$ cat config.mk
export PLATFORM = sky130hd
export DESIGN_NAME = uart_cmd_decoder
export DESIGN_NICKNAME = d
export VERILOG_FILES = /design/src/rtl/uart_cmd_decoder.sv
export SDC_FILE = /design/constraint.sdc
export NUM_CORES = 1
export LEC_CHECK = 0
export CAP_MARGIN = 20
export CORE_ASPECT_RATIO = 0.8
export CORE_UTILIZATION = 41
export DETAILED_ROUTE_END_ITERATION = 7
export PLACE_DENSITY_LB_ADDON = 0.3
export SLEW_MARGIN = 20
export SYNTH_ARGS = -nofsm -noshare
export SYNTH_HDL_FRONTEND = slang
export SYNTH_SLANG_ARGS = --single-unit
$ cat constraint.sdc
create_clock -name clk -period 4.7 [get_ports clk]
set_clock_uncertainty 0.15 [all_clocks]
set_input_delay 0.705 -clock clk [delete_from_list [all_inputs] [get_ports clk]]
set_output_delay 0.705 -clock clk [all_outputs]
set_load 0.02 [all_outputs]
$ cat src/rtl/uart_cmd_decoder.sv
// UART command parser driving the signal generator's control registers, with ACK/NAK responses.
// Optional: define CMD_QUERY_EN to make 'S' answer with a status byte instead of a NAK.
module uart_cmd_decoder #(
    parameter int CLK_HZ         = 25000000,
    parameter int TIMEOUT_CYCLES = 2500000
) (
    input  logic        clk,
    input  logic        rst_n,
    input  logic        rx_valid,
    input  logic [7:0]  rx_data,
    input  logic        tx_busy,
    output logic        tx_en,
    output logic [7:0]  tx_data,
    output logic [31:0] freq_div,
    output logic [1:0]  wave_sel,
    output logic        noise_en,
    output logic [1:0]  filter_level,
    output logic        adsr_en,
    output logic [7:0]  attack,
    output logic [7:0]  decay,
    output logic [7:0]  sustain,
    output logic [7:0]  relax,
    output logic        cfg_update
);

    localparam logic [7:0] ACK = 8'h21;
    localparam logic [7:0] NAK = 8'h3F;

    typedef enum logic [1:0] {IDLE, P_SEL, P_HI, P_LO} state_t;

    function automatic logic [31:0] div_for(input logic [2:0] idx);
        case (idx)
            3'd0:    div_for = 32'(CLK_HZ / 250);
            3'd1:    div_for = 32'(CLK_HZ / 500);
            3'd2:    div_for = 32'(CLK_HZ / 750);
            3'd3:    div_for = 32'(CLK_HZ / 1000);
            3'd4:    div_for = 32'(CLK_HZ / 1500);
            3'd5:    div_for = 32'(CLK_HZ / 2000);
            3'd6:    div_for = 32'(CLK_HZ / 3000);
            default: div_for = 32'(CLK_HZ / 4000);
        endcase
    endfunction

    // Returns {valid, nibble}.
    function automatic logic [4:0] hex_val(input logic [7:0] b);
        if (b >= 8'h30 && b <= 8'h39)      hex_val = {1'b1, b[3:0]};
        else if (b >= 8'h41 && b <= 8'h46) hex_val = {1'b1, b[3:0] + 4'd9};
        else if (b >= 8'h61 && b <= 8'h66) hex_val = {1'b1, b[3:0] + 4'd9};
        else                               hex_val = 5'd0;
    endfunction

    state_t      r_state, w_state_next;
    logic [1:0]  r_sel, w_sel_next;
    logic [3:0]  r_hi, w_hi_next;
    logic [31:0] r_timer, w_timer_next;
    logic [31:0] r_freq, w_freq_next;
    logic [1:0]  r_wave, w_wave_next;
    logic        r_noise, w_noise_next;
    logic [1:0]  r_filt, w_filt_next;
    logic        r_adsr, w_adsr_next;
    logic [7:0]  r_att, w_att_next;
    logic [7:0]  r_dec, w_dec_next;
    logic [7:0]  r_sus, w_sus_next;
    logic [7:0]  r_rel, w_rel_next;
    logic        r_cfg_update, w_cfg_update_next;
    logic        r_pend, w_pend_next;
    logic [7:0]  r_pend_data, w_pend_data_next;
    logic        r_tx_en, w_tx_en_next;
    logic [7:0]  r_tx_data, w_tx_data_next;

    logic        w_resp_new;
    logic [7:0]  w_resp_byte;
    logic        w_timeout;
    logic        w_issue;
    logic [4:0]  w_hex;

    always_ff @(posedge clk or negedge rst_n) begin
        if (!rst_n) begin
            r_state      <= IDLE;
            r_sel        <= 2'd0;
            r_hi         <= 4'd0;
            r_timer      <= 32'd0;
            r_freq       <= 32'(CLK_HZ / 250);
            r_wave       <= 2'd0;
            r_noise      <= 1'b0;
            r_filt       <= 2'd0;
            r_adsr       <= 1'b0;
            r_att        <= 8'h10;
            r_dec        <= 8'h10;
            r_sus        <= 8'h80;
            r_rel        <= 8'h10;
            r_cfg_update <= 1'b0;
            r_pend       <= 1'b0;
            r_pend_data  <= 8'h00;
            r_tx_en      <= 1'b0;
            r_tx_data    <= 8'h00;
        end else begin
            r_state      <= w_state_next;
            r_sel        <= w_sel_next;
            r_hi         <= w_hi_next;
            r_timer      <= w_timer_next;
            r_freq       <= w_freq_next;
            r_wave       <= w_wave_next;
            r_noise      <= w_noise_next;
            r_filt       <= w_filt_next;
            r_adsr       <= w_adsr_next;
            r_att        <= w_att_next;
            r_dec        <= w_dec_next;
            r_sus        <= w_sus_next;
            r_rel        <= w_rel_next;
            r_cfg_update <= w_cfg_update_next;
            r_pend       <= w_pend_next;
            r_pend_data  <= w_pend_data_next;
            r_tx_en      <= w_tx_en_next;
            r_tx_data    <= w_tx_data_next;
        end
    end

    always_comb begin
        w_state_next = r_state;
        w_sel_next   = r_sel;
        w_hi_next    = r_hi;
        w_freq_next  = r_freq;
        w_wave_next  = r_wave;
        w_noise_next = r_noise;
        w_filt_next  = r_filt;
        w_adsr_next  = r_adsr;
        w_att_next   = r_att;
        w_dec_next   = r_dec;
        w_sus_next   = r_sus;
        w_rel_next   = r_rel;
        w_resp_new   = 1'b0;
        w_resp_byte  = ACK;
        w_hex        = hex_val(rx_data);

        // A byte landing in the expiry cycle wins over the timeout.
        w_timeout    = (r_state != IDLE) && !rx_valid &&
                       (r_timer >= 32'(TIMEOUT_CYCLES - 1));
        w_timer_next = ((r_state == IDLE) || rx_valid) ? 32'd0 : r_timer + 32'd1;

        case (r_state)
            IDLE: begin
                if (rx_valid) begin
                    w_resp_new = 1'b1;
                    case (rx_data) inside
                        [8'h30:8'h37]: w_freq_next = div_for(rx_data[2:0]);
                        [8'h41:8'h44]: w_wave_next = rx_data[1:0] - 2'd1;
                        8'h48:         w_noise_next = ~r_noise;
                        8'h49:         w_filt_next = 2'd1;
                        8'h4A:         w_filt_next = 2'd2;
                        8'h4B:         w_filt_next = 2'd3;
                        8'h4E:         w_filt_next = 2'd0;
                        8'h4C:         w_adsr_next = 1'b1;
                        8'h4D:         w_adsr_next = 1'b0;
                        8'h50: begin
                            w_state_next = P_SEL;
                            w_resp_new   = 1'b0;
                        end
                        8'h0D, 8'h0A:  w_resp_new = 1'b0;
`ifdef CMD_QUERY_EN
                        8'h53:         w_resp_byte = {2'b01, r_wave, r_filt, r_noise, r_adsr};
`endif
                        default:       w_resp_byte = NAK;
                    endcase
                end
            end
            P_SEL: begin
                if (rx_valid) begin
                    w_state_next = P_HI;
                    case (rx_data)
                        8'h61:   w_sel_next = 2'd0;
                        8'h64:   w_sel_next = 2'd1;
                        8'h73:   w_sel_next = 2'd2;
                        8'h72:   w_sel_next = 2'd3;
                        default: begin
                            w_state_next = IDLE;
                            w_resp_new   = 1'b1;
                            w_resp_byte  = NAK;
                        end
                    endcase
                end
            end
            P_HI: begin
                if (rx_valid) begin
                    if (w_hex[4]) begin
                        w_hi_next    = w_hex[3:0];
                        w_state_next = P_LO;
                    end else begin
                        w_state_next = IDLE;
                        w_resp_new   = 1'b1;
                        w_resp_byte  = NAK;
                    end
                end
            end
            default: begin
                if (rx_valid) begin
                    w_state_next = IDLE;
                    w_resp_new   = 1'b1;
                    if (w_hex[4]) begin
                        case (r_sel)
                            2'd0:    w_att_next = {r_hi, w_hex[3:0]};
                            2'd1:    w_dec_next = {r_hi, w_hex[3:0]};
                            2'd2:    w_sus_next = {r_hi, w_hex[3:0]};
                            default: w_rel_next = {r_hi, w_hex[3:0]};
                        endcase
                    end else begin
                        w_resp_byte = NAK;
                    end
                end
            end
        endcase

        if (w_timeout) begin
            w_state_next = IDLE;
            w_resp_new   = 1'b1;
            w_resp_byte  = NAK;
        end

        w_cfg_update_next = {w_freq_next, w_wave_next, w_noise_next, w_filt_next, w_adsr_next,
                             w_att_next, w_dec_next, w_sus_next, w_rel_next} !=
                            {r_freq, r_wave, r_noise, r_filt, r_adsr,
                             r_att, r_dec, r_sus, r_rel};

        // The previous tx_en cycle is skipped so the transmitter has time to raise busy.
        w_issue          = r_pend && !tx_busy && !r_tx_en;
        w_tx_en_next     = w_issue;
        w_tx_data_next   = w_issue ? r_pend_data : r_tx_data;
        w_pend_next      = w_resp_new ? 1'b1 : (w_issue ? 1'b0 : r_pend);
        w_pend_data_next = w_resp_new ? w_resp_byte : r_pend_data;
    end

    assign tx_en        = r_tx_en;
    assign tx_data      = r_tx_data;
    assign freq_div     = r_freq;
    assign wave_sel     = r_wave;
    assign noise_en     = r_noise;
    assign filter_level = r_filt;
    assign adsr_en      = r_adsr;
    assign attack       = r_att;
    assign decay        = r_dec;
    assign sustain      = r_sus;
    assign relax        = r_rel;
    assign cfg_update   = r_cfg_update;

endmodule
Word-level counts from Yosys, hierarchy flattened:

Cells that the tools add are included.

* output and inout port bits: 80
* input bits: 12
* logic and storage cells: 204
* register bits: 129

* equal/unequal tests: 35
* add/sub/neg operators: 3
* multiplexer cells: 111
* reduce and logical (&&, ||, !) cells: 27
* bitwise operators: 1
* magnitude comparators: 9

Operator list (count)
* 8-bit 2-to-1 mux: 17
* 32-bit 2-to-1 mux: 4
* 17-bit one-hot mux with 7 select lines: 1
* 8-bit by 7-bit equality test with 1-bit output (second input constant): 12
* 5-bit 2-to-1 mux: 19
* 70-bit != test: 1
* 2-bit 2-to-1 mux: 30
* 1-bit 2-to-1 mux: 36
* 32-bit by 1-bit adder with 32-bit output (second input constant): 1
* 32-bit by 22-bit >= comparator with 1-bit output (second input constant): 1
* 3-bit != test (second input constant): 9
* 8-bit by 7-bit <= comparator with 1-bit output (second input constant): 3
* 8-bit by 4-bit equality test with 1-bit output (second input constant): 2
* 8-bit by 7-bit >= comparator with 1-bit output (second input constant): 2
* 8-bit by 6-bit <= comparator with 1-bit output (second input constant): 2
* 8-bit one-hot mux with 2 select lines: 1
* 11-bit AND reduction: 1
* 3-bit equality test (second input constant): 3
* 1-bit logical AND: 9
* 8-bit by 6-bit >= comparator with 1-bit output (second input constant): 1
* 2-bit one-hot mux with 4 select lines: 1
* 3-bit by 2-bit equality test with 1-bit output (second input constant): 2
* 2-bit one-hot mux with 3 select lines: 1
* 3-bit AND reduction: 2
* other kinds (17): 25

Logic depth before layout (Yosys ltp):

* word-level depth: 17
* mapped depth: 11
* depth with buffers taken out: 9

Worst setup path after synthesis:

No wires, ideal clock.

* path type: input to register
* from: input rx_data[2]
* to: register r_cfg_update (netlist: cfg_update)
* setup time: 0.141 ns
* stages on the path: 11
* path buffers: 2
* slack: 1.501 ns
* data required time: 4.409 ns
* arrival time: 2.908 ns
* cells stage by stage: buf_6 -> buf_2 -> clkinv_1 -> ha_1 -> nor4_1 -> a21oi_1 -> xnor2_1 -> a211oi_1 -> a31oi_1 -> a2111oi_0 -> nand4_1

* cells in the longest elaborated chain, start to end: 13
* elaborated cells between the ends (all ways): 81
* classes of those cells: add/sub (1); order compare (8); eq/ne (14); mux (52); reduce/logical (6)

RTL lines
* start: declaration: RTL line 10 `input logic [7:0] rx_data,`
* 8-bit by 7-bit equality test with 1-bit output (no source line)
* 1-bit 2-to-1 mux (9 in series): RTL line 145 `case (rx_data) inside`
* 1-bit 2-to-1 mux: RTL line 143 `if (rx_valid) begin`
* 1-bit 2-to-1 mux: RTL line 141 `case (r_state)`
* 70-bit != test (*): RTL line 220 `w_att_next, w_dec_next, w_sus_next, w_rel_next} !=`
* named net w_cfg_update_next: RTL line 65 `logic r_cfg_update, w_cfg_update_next;`
* end signal: assignment: RTL line 111 `r_cfg_update <= w_cfg_update_next;`
* end: declaration: RTL line 65

The timed path passes the listed nets; every way through them passes the cells marked *.
A chain may end at the register's enable or synchronous reset.

Worst setup path in the final report:

* from: input rx_data[0]
* to: register r_cfg_update (netlist: cfg_update)

The elaborated chain is that of the path after synthesis.

==> summary.md <==
The congestion estimate from routability-driven global placement came to 0.922. The final critical path takes up 84.4% of the cycle. The run gives 51 as the pin count of the biggest net entering global routing. The synthesized design contains 0 enable-type register cells. Among all cell types in the netlist, the one instantiated most often is sky130_fd_sc_hd__dfrtp_1. The run finished with clean final reports. In this run the worst path has a maximum fanout of 14.

The number of standard cells after synthesis was 662. Root cell of the clock tree: sky130_fd_sc_hd__clkbuf_16. The top-area cell type share of the netlist area works out to 41.4%. In the synthesized netlist the dominant register cell turns out to be sky130_fd_sc_hd__dfrtp_1. The floorplan step set the die width to 142 um. Cells with a size suffix above 1 make up 13.1% of the layout. For the via count of the first global-routing pass, the log shows 5297. Gates resized during post-CTS repair numbered 0. The power density normalized to cell area came out at 384 mW/mm2.

For the pin with the worst max-slew slack, the measured transition is 865 ps. Walking the worst path, the cells encountered are clkdlybuf4s50_1 > inv_2 > ha_1 > nor3b_4 > a211oi_2 > a211oi_4 > or2_1 > buf_4 > a21oi_1 > a2111oi_0 > nand4_1. The worst min-delay path class is in2async. The total number of yosys warnings is 0.

The initial antenna violation count was 0; the top-level I/O count was 92. After the first detailed-routing iteration, the DRC count stood at 372. The number of clock buffers added by TritonCTS is 17. The total count of hold-check failures in the final report is 0, and the vertical die dimension is 114 um. The cell accounting for the most synthesized area was sky130_fd_sc_hd__dfrtp_1. Count of antenna diodes in the layout: 0.

Clock-pin slew was measured on the worst setup and hold paths at 60 ps. Setup repair after global routing left no endpoint under its margin. The initial standard-cell utilization of the core is 42.5%.

In this run the tool buffered the top-level ports with 89 buffer cells. TritonCTS built the clock tree. The logs give 0 for the remaining number of nets flagged by the antenna check after routing and 11.6 mm for the HPWL reported at the end of detailed placement. For this run, the register share of the synthesized area comes to 45.5%. The floorplan step defined a die boundary enclosing 0.0163 mm2. STA classifies the critical path endpoint as a register. The cell area that synthesis handed to floorplanning was 0.00646 mm2. For this design, the sink count on the clock tree is 117. The final max-slew violation count was 0. The proportion of register bits with asynchronous set or reset after synthesis came out at 100%. Setup violations remaining at the end of the flow were counted as 0. After detailed routing, the average wire length per cell comes to 17.0 um. Hold repair after CTS inserted 0 buffers. Counting along the longest clock path gives a buffer depth of 2. The logs give 763 for the final layout net count and 5 for the count of TritonRoute iterations in the first routing pass.

Counting the fill cells in the layout gives 1377. The commonest cells after synthesis are sky130_fd_sc_hd__dfrtp_1, sky130_fd_sc_hd__nor2_1, sky130_fd_sc_hd__nand2_1. The placeable core region was 0.0152 mm2; the relative max-transition margin was 40.9%. The endpoint arrival time on the critical path was 4110 ps; the final routed wirelength across all metal layers was 16.4 mm. The area of the multi-input gates is 0.00326 mm2, and the number of max-cap violations is 0. After detailed placement, the total cell area comes to 0.00749 mm2. The final design instance area without fill is 0.00809 mm2, and the area added between synthesis and finish is 25.1%. The critical path start-end classification was in2reg.

The run gives 3.40 nW as the leakage power total. In this run the post-CTS setup repair buffer count came out at 0. Counting I/O delays and the setup requirement, the final critical path takes 3970 ps. The slowest cell on the critical path is sky130_fd_sc_hd__clkdlybuf4s50_1.

Data on the critical path is required at its endpoint by 4840 ps. On the worst path, the slowest cell contributes a delay of 630 ps. In the post-synthesis netlist, the biggest area contributors are sky130_fd_sc_hd__dfrtp_1, sky130_fd_sc_hd__mux2_2, sky130_fd_sc_hd__dfstp_2, sky130_fd_sc_hd__nor2_1, sky130_fd_sc_hd__xnor2_1. The number of placement rows came out at 40. In the routed layout, each cell is associated on average with a via count of 5.49. Synthesis inferred 117 register bits. The run gives 4 as the total number of H-tree levels. At the later pin of the worst-skew pair, clock insertion delay measures 420 ps. The register cell area after layout is 0.00294 mm2, and the post-route DRC violation count is 0. The synthesized netlist contains 85 unique library cells. For the remaining global-route overflow, the log shows 0. The worst-case IR drop observed on VDD is 0.000270 V.

For the final routed database, the setup TNS stands at 0 ps. STA classifies the critical path startpoint as an input port. Post-synthesis average cell area: 9.77 um2. The wire length of the first global-routing pass came out at 27.2 mm. The highest clock frequency the design can meet was 0.252 GHz. The via count was 5290.

Total global routing track utilization: 21.6%.
[registers in the layout, indices dropped and copies added, names as in the netlist, 2 cells and up]
signal        count
freq_div         32
r_timer          32
attack            8
decay             8
relax             8
sustain           8
r_hi              4
filter_level      2
r_pend_data       2
r_sel             2
r_state           2
tx_data           2
wave_sel          2
[placed cells by master (no fill, tap or decap), drive strengths merged, types with 11 or more instances in the layout]
master         count
nand4             11
xnor2             26
nand3             20
dfrtp            107
clkbuf            24
clkdlybuf4s50     88
o21ai             41
nand2             53
inv               19
ha                11
nor3              14
xor2              25
a21oi             38
nor2              67
mux2              24
nor2b             21
[path summary, 6_finish.rpt]
path / slack [ps] / depth (start not counted) / to / start
max: 730 / 11 / cfg_update / rx_data[0]
min: 150 / 1 / freq_div[28] / rst_n
max reg2reg: 1570 / 9 / cfg_update / r_state[0]
min reg2reg: 310 / 1 / r_pend_data[0] / r_pend_data[0]
max in group asynchronous: 3300 / 2 / freq_div[5] / rst_n
min in group clk: 310 / 1 / r_pend_data[0] / r_pend_data[0]
[worst max-delay path: cells and delay by family]
| family | cells | cell delay [ps] |
|---|---|---|
| compound gates | 4 | 1090 |
| buf+inv | 3 | 1080 |
| simple gates | 3 | 720 |
| fa+ha+maj | 1 | 510 |
[report_power, final]
part           leakage (nW)  total (W)  internal (W)  switching, W
Clock                 0.294    0.00129      0.000833      0.000453
Sequential             1.55    0.00119       0.00109     0.0000927
Combinational          1.56   0.000631      0.000272      0.000359
Total                  3.40    0.00310       0.00220      0.000905
[routing by layer]
layer	vias up	part of all wire [%]	GRT usage (%)
met2	172	47	33.5
met1	2576	46	29.5
li1	2511	-	-
met5	-	0	0
met4	0	1.7	7.96
met3	31	5.8	5.10
[kinds of logic after synthesis]
| group | after synthesis | synth area share, % |
|---|---|---|
| other cells | 1 | 0.0580 |
| fa+ha+maj | 11 | 2.13 |
| buf+inv | 60 | 4.30 |
| compound gates | 145 | 15.5 |
| mux | 28 | 4.80 |
| flops | 117 | 45.5 |
| simple gates | 249 | 20.7 |
| xor+xnor | 51 | 7.03 |
[metrics by stage]
stage	setup WS (ps)	hold WS [ps]	total power, W	util, %	cells
5_1_grt	451	197	0.00324	53.2	963
6_report	732	150	0.00310	53.2	963
4_1_cts	750	171	0.00312	53.1	963
2_1_floorplan	1500	259	0.00157	-	663
3_5_place_dp	289	300	0.00183	49.2	931
3_3_place_gp	424	295	0.00181	49.2	931
[cell type report]
cell class	count	area share, %
multi-input cells	486	40.4
flip-flops and latches	117	36.4
repair buffers	98	11.8
clock buffers	24	6.08
well taps	210	3.25
clock inverters	8	1.21
inverters	20	0.928
Power figures use the tool's default switching activity.
